$ cat src/rtl/fifo_packer.sv
// fifo_packer: drains bytes from an upstream FIFO and packs them little-endian into LANES-wide words
module fifo_packer #(
  parameter int WIDTH = 8,
  parameter int LANES = 4
) (
  input  logic                       clk,
  input  logic                       rst,
  input  logic                       fifo_empty,
  output logic                       fifo_rd_en,
  input  logic [WIDTH-1:0]           fifo_dout,
  input  logic                       flush,
  output logic [WIDTH*LANES-1:0]     out_data,
  output logic [$clog2(LANES+1)-1:0] out_bytes,
  output logic                       out_valid,
  input  logic                       out_ready,
  output logic                       busy
);
  localparam int CW = $clog2(LANES+1);
  localparam logic [CW-1:0] FULL = CW'(LANES);
  localparam logic [CW-1:0] LAST = CW'(LANES-1);
  typedef enum logic [1:0] {FILL, DRAIN, OUT} state_t;
  state_t state_q, state_d;
  logic [CW-1:0] cnt_q, cnt_d, bytes_q, bytes_d;
  logic [WIDTH*LANES-1:0] data_q, data_d;
  logic rd_pend_q, flush_req_q, flush_req_d, run_q;
  logic accept, full, emit;
  assign out_valid = state_q == OUT;
  assign out_data = data_q;
  assign out_bytes = bytes_q;
  assign accept = out_valid && out_ready;
  assign full = rd_pend_q && (cnt_q == LAST);
  assign emit = flush_req_q && !rd_pend_q && !out_valid;
  assign busy = (cnt_q != '0) || rd_pend_q || flush_req_q || out_valid;
  // run_q keeps reads off until the first rising edge after reset release
  assign fifo_rd_en = run_q && !fifo_empty && !out_valid && !flush_req_q && ((cnt_q + CW'(rd_pend_q)) < FULL);
  // state and datapath registers
  always_ff @(posedge clk or negedge rst) begin
    if (!rst) begin
      state_q     <= FILL;
      cnt_q       <= '0;
      bytes_q     <= '0;
      data_q      <= '0;
      rd_pend_q   <= 1'b0;
      flush_req_q <= 1'b0;
      run_q       <= 1'b0;
    end else begin
      state_q     <= state_d;
      cnt_q       <= cnt_d;
      bytes_q     <= bytes_d;
      data_q      <= data_d;
      rd_pend_q   <= fifo_rd_en;
      flush_req_q <= flush_req_d;
      run_q       <= 1'b1;
    end
  end
  // next state: capture into lane cnt, emit full or flushed partial words, clear on acceptance
  always_comb begin
    data_d      = data_q;
    cnt_d       = cnt_q;
    bytes_d     = bytes_q;
    flush_req_d = flush || (flush_req_q && !emit);
    if (accept) begin
      data_d  = '0;
      cnt_d   = '0;
      bytes_d = '0;
    end else if (rd_pend_q) begin
      for (int l = 0; l < LANES; l++)
        if (cnt_q == CW'(l)) data_d[l*WIDTH +: WIDTH] = fifo_dout;
      cnt_d   = cnt_q + CW'(1);
      bytes_d = full ? FULL : bytes_q;
    end else if (emit) begin
      bytes_d = cnt_q;
    end
    state_d = (full || (emit && cnt_q != '0)) ? OUT :
              (out_valid && !out_ready)       ? OUT :
              flush_req_d                     ? DRAIN : FILL;
  end
endmodule

$ cat config.mk
export PLATFORM = sky130hd
export DESIGN_NAME = fifo_packer
export DESIGN_NICKNAME = d
export VERILOG_FILES = /design/src/rtl/fifo_packer.sv
export SDC_FILE = /design/constraint.sdc
export NUM_CORES = 1
export LEC_CHECK = 0
export BUFFER_PORTS_ARGS = -buffer_cell sky130_fd_sc_hd__buf_2
export CORE_MARGIN = 4
export CORE_UTILIZATION = 40
export DETAILED_ROUTE_END_ITERATION = 10
export GPL_TIMING_DRIVEN = 0
export PLACE_DENSITY = 0.69
export SLEW_MARGIN = 40
export SYNTH_ARGS = -nofsm -noshare
export SYNTH_HDL_FRONTEND = slang
export SYNTH_SLANG_ARGS = --single-unit
$ cat constraint.sdc
create_clock -name clk -period 3.2 [get_ports clk]
set_input_delay 0 -clock clk [delete_from_list [all_inputs] [get_ports clk]]
set_output_delay 0 -clock clk [all_outputs]
set_load 0.02 [all_outputs]
* Word-level counts from Yosys, hierarchy flattened *
Index checks and enable logic that the tools add are counted.

word-level totals
  flip-flop bits (word level) = 43
  output and inout bits = 38
  word-level logic and storage cells = 68
  input bits = 13

operators by class
  $lt $le $gt $ge = 1
  muxes and demuxes = 15
  equal/unequal tests = 5
  add/subtract/negate cells = 2
  reductions and logical operators = 35

operators with widths
  kind                                                                   number
  32-bit 2-to-1 mux                                                      2
  8-bit 2-to-1 mux                                                       4
  3-bit 2-to-1 mux                                                       6
  1-bit logical AND                                                      11
  2-bit AND reduction                                                    5
  2-bit nonzero test                                                     5
  3-bit by 2-bit equality test with 1-bit output, second input constant  2
  1-bit zero test                                                        6
  3-bit nonzero test                                                     2
  1-bit logical OR                                                       5
  2-bit 2-to-1 mux                                                       2
  3-bit by 1-bit adder with 3-bit output                                 1
  3-bit by 1-bit adder with 3-bit output, second input constant          1
  3-bit by 1-bit equality test with 1-bit output, second input constant  1
  3-bit zero test                                                        1
  3-bit < comparator, second input constant                              1
  3-bit by 1-bit != test with 1-bit output, second input constant        1
  2-bit equality test, second input constant                             1
  1-bit 2-to-1 mux                                                       1

* Logic depth before layout (Yosys ltp) *
  depth after elaboration = 9
  gate-level depth with buffers = 7
  mapped depth without buffers = 5

* Worst setup path before layout *
Ideal clock, no wire load.

  kind = reg2reg
  from = register cnt_q[0]
  to = register bytes_q[2] (netlist: out_bytes[2])
  setup time = 0.129 ns
  cell stages (with the launch flop) = 7
  setup slack = 1.660 ns
  data required time = 3.071 ns
  buffers on the path = 1
  clock period less this slack = 1.540 ns
  arrival time = 1.411 ns
  cell sequence = dfrtp_1 > ha_1 > ha_1 > and2_1 > clkbuf_2 > a211oi_1 > a211oi_1

between the ends
  longest elaborated chain between the ends = 4

RTL lines
  element                                             line  text
  start, declared                                     23    logic [CW-1:0] cnt_q, cnt_d, bytes_q, bytes_d;
  start signal, assigned                              48    cnt_q <= cnt_d;
  3-bit by 2-bit equality test with 1-bit output      31    assign full = rd_pend_q && (cnt_q == LAST);
  1-bit logical AND                                   31
  3-bit by 1-bit != test with 1-bit output (no line)  n/a
  2-bit AND reduction (no line)                       n/a
  end signal, assigned                                49    bytes_q <= bytes_d;
  end, declared                                       23

Every way passes these cells.
A chain may end at the register's enable or synchronous reset.

* Final worst setup path *
Same ends and word-level chain as after synthesis.

==> out/qor.txt <==
CP Data Required Time -> 3.38 ns
RR Startpoint -> cnt_q[0]$_DFFE_PN0P_
clock root buffer -> clkbuf_8
R2R setup slack -> 1.49 ns
clock sinks -> 43
initial core utilization -> 41.8%
Syn-to-layout area delta -> 28.5%
mean post-synth cell area -> 11.6 sq um
CTS resizes -> 0
Cell variety after synth -> 32
ratio of cells with drive above 1 in the final layout -> 34.0%
Worst R2R End -> out_bytes[2]$_DFFE_PN0P_
Final Hold Viols -> 0
R2R depth -> 6
CTS max path bufs -> 2
Crit Path Class -> reg -> reg
GR met1 Demand/Resource -> 20.6%
Period minus WS final -> 1.71 ns
CTS tree -> yes
num rows -> 25
H-tree depth -> 2
vias per inst -> 4.68
antenna violations before repair -> 0
Die ar. -> 0.00619 sq mm
Final Max Slew Viols -> 0
fmax -> 585 MHz
Congestion Overflow GR -> 0
Post-CTS Hold Buffers -> 10
fillcell total -> 424
critical path peak fanout -> 9
GRT met3 Usage -> 3.06%
worst slew pin tran -> 0.554 ns
max cap viols -> 0
drt total wl -> 4.27 mm
Cells after Synth -> 173
buffers added on ports -> 50
First-pass DRT Iterations -> 4
clk_lat worst skew -> 0.29 ns
synth warn -> 0
Wirelength per Cell -> 13.9 microns
total power -> 2.35 mW
num ports -> 51
grt met2 use -> 22.8%
sink of the worst hold path -> rd_pend_q$_DFF_PN0_
syn nets -> 191
Setup Viol. Count Final -> 0
Hold Path Class -> in -> reg
crit end category -> flip-flop
RSZ-0062 raised after global routing -> false
Setup Buffers After CTS -> 0
gr usage total -> 15.2%
crit path DAT -> 1.88 ns
Layout Nets -> 258
CTS buffer count -> 5
CP Launch Type -> flip-flop
status -> finished, final reports clean
clock transition at the registers of the reported paths -> 0.08 ns
DIE HEIGHT -> 78.7 microns
Vias -> 1,442
Hold Startpoint -> fifo_empty
vias in the first global route -> 1,460
DRC Markers -> 0
first-pass GRT wire length -> 7.26 mm
Peak VDD IR -> 0.000382 V
final worst-path cycle share -> 53.4%
largest net degree at the start of global routing -> 44
Antenna Cells -> 0
Final GP Congestion -> 0.782
register area share after synthesis -> 53.8%
die width -> 78.7 microns
Placeable Area -> 0.00479 sq mm
hpwl dp -> 2.97 mm
Routed Antenna Nets -> 0
leak pwr -> 1.46 nW
DR iter-0 viols -> 100
max_slew headroom -> 63.0%
GR peak layer -> met2
worst hold path depth -> 3
clock skew -> 0.00880 ns
Post-Synthesis Cell Area -> 0.00200 sq mm
Final TNS setup -> 0 ns
FF+latch count, synth -> 43
PwrDens -> 913 mW/mm^2
==> synth_stat cells, drive strengths merged <==
cell,count,area (sq um)
and3,1,6.26
and2,3,21.3
nand3,3,15.0
or4,1,7.51
mux2i,25,250
a221o,2,20.0
buf,7,71.3
a21oi,10,50.1
o21ai,2,10.0
nor2b,1,6.26
nand2b,1,13.8
mux2,1,11.3
nor3,1,5.00
nand3b,3,22.5
nand2,19,73.8
inv,7,28.8
a21o,1,7.51
xnor2,2,17.5
dfrtp,43,1080
clkbuf,3,15.0
a211oi,2,15.0
ha,5,62.6
a221oi,1,8.76
nor2,28,180
conb,1,3.75
==> how the worst max path moves through the flow <==
stage,startpoint,to,slack (ns),cells past startpoint
2_1_floorplan,cnt_q[0]$_DFFE_PN0P_,out_bytes[2]$_DFFE_PN0P_,1.66,6
3_3_place_gp,cnt_q[0]$_DFFE_PN0P_,out_bytes[2]$_DFFE_PN0P_,1.52,6
3_5_place_dp,cnt_q[0]$_DFFE_PN0P_,out_bytes[2]$_DFFE_PN0P_,1.52,6
4_1_cts,cnt_q[0]$_DFFE_PN0P_,busy,1.49,5
5_1_grt,cnt_q[0]$_DFFE_PN0P_,out_bytes[2]$_DFFE_PN0P_,1.38,6
6_report,cnt_q[0]$_DFFE_PN0P_,out_bytes[2]$_DFFE_PN0P_,1.49,6
==> placed cells by master, fill, tap and decap left out <==
master,Yosys,routed
buf_2,2,51
dfrtp_1,43,43
mux2i_1,25,25
nand2_1,18,18
nor2_1,18,18
a21oi_1,10,10
nor2_4,10,10
dlygate4sd3_1,0,10
inv_1,6,6
ha_1,5,5
clkbuf_8,0,5
buf_6,3,3
nand3_1,3,3
clkbuf_2,3,3
nand3b_1,3,3
buf_4,1,2
o21ai_0,2,2
and2_1,2,2
xnor2_1,2,2
a211oi_1,2,2
a221o_1,2,2
bufinv_16,0,2
nand2b_4,1,1
inv_4,1,1
nor2b_1,1,1
nand2_2,1,1
a221oi_1,1,1
nor3_1,1,1
and3_1,1,1
a21o_1,1,1
or4_1,1,1
and2_4,1,1
mux2_2,1,1
buf_12,1,1
clkbuf_1,0,1
conb_1,1,1
==> critical path, stage by stage (launching register included) <==
cell	delay (ns)
dfrtp_1	0.46
ha_1	0.23
ha_1	0.23
and2_1	0.17
clkbuf_2	0.18
a211oi_1	0.24
a211oi_1	0.08
==> flip-flops by register name (all words and copies together), names as in the netlist <==
signal	cells
out_data	32
flush_req_q	1
rd_pend_q	1
cnt_q	3
run_q	1
state_q	2
out_bytes	3
==> report_power, final <==
group	internal [mW]	total, mW	switching, mW	leakage [nW]
logic	0.385	0.984	0.599	0.826
clock network	0.312	0.492	0.180	0.0654
registers	0.744	0.869	0.125	0.574
==> cell type report <==
type / count / area, sq um / share of cell area, %
buffer: 10 / 86.3 / 3.36
clock buffer: 6 / 72.6 / 2.83
clock inverter: 2 / 60.1 / 2.34
inverter: 7 / 28.8 / 1.12
multi-input combinational: 113 / 808 / 31.5
sequential: 43 / 1080 / 41.9
tap: 67 / 83.8 / 3.26
timing repair buffer: 60 / 353 / 13.7
==> logic make-up (layout without fill, tap and decap cells) <==
family                     after synthesis  after routing  share of synthesized area [%]
DFF                                     43             43                           53.8
adders and majority gates                5              5                           3.13
AOI/OAI and AO/OA                       18             18                           5.57
muxes                                   26             26                           13.1
xor gates and xnor gates                 2              2                          0.876
other                                    1              1                          0.188
buffers and inverters                   17             85                           5.76
and+or+nand+nor                         61             61                           17.6
==> through the flow <==
step / util, % / hold slack [ns] / area, sq um / instances / setup slack (ns)
after floorplan: - / -0.296 / 2000 / 173 / 1.66
after global placement: 48.8 / 0.206 / 2330 / 290 / 1.52
after detailed placement: 48.8 / 0.0316 / 2340 / 290 / 1.52
after CTS: 53.7 / 0.0376 / 2570 / 308 / 1.49
after global routing: 53.7 / 0.0552 / 2570 / 308 / 1.38
final: 53.7 / 0.0456 / 2570 / 308 / 1.49
==> per-layer routing <==
metal / vias up / routed length [microns]
met5: - / 0
met4: 0 / 102
met3: 7 / 239
met2: 44 / 1940
met1: 684 / 1990
li1: 707 / -
Note: power is estimated with default switching activity, not from simulation.
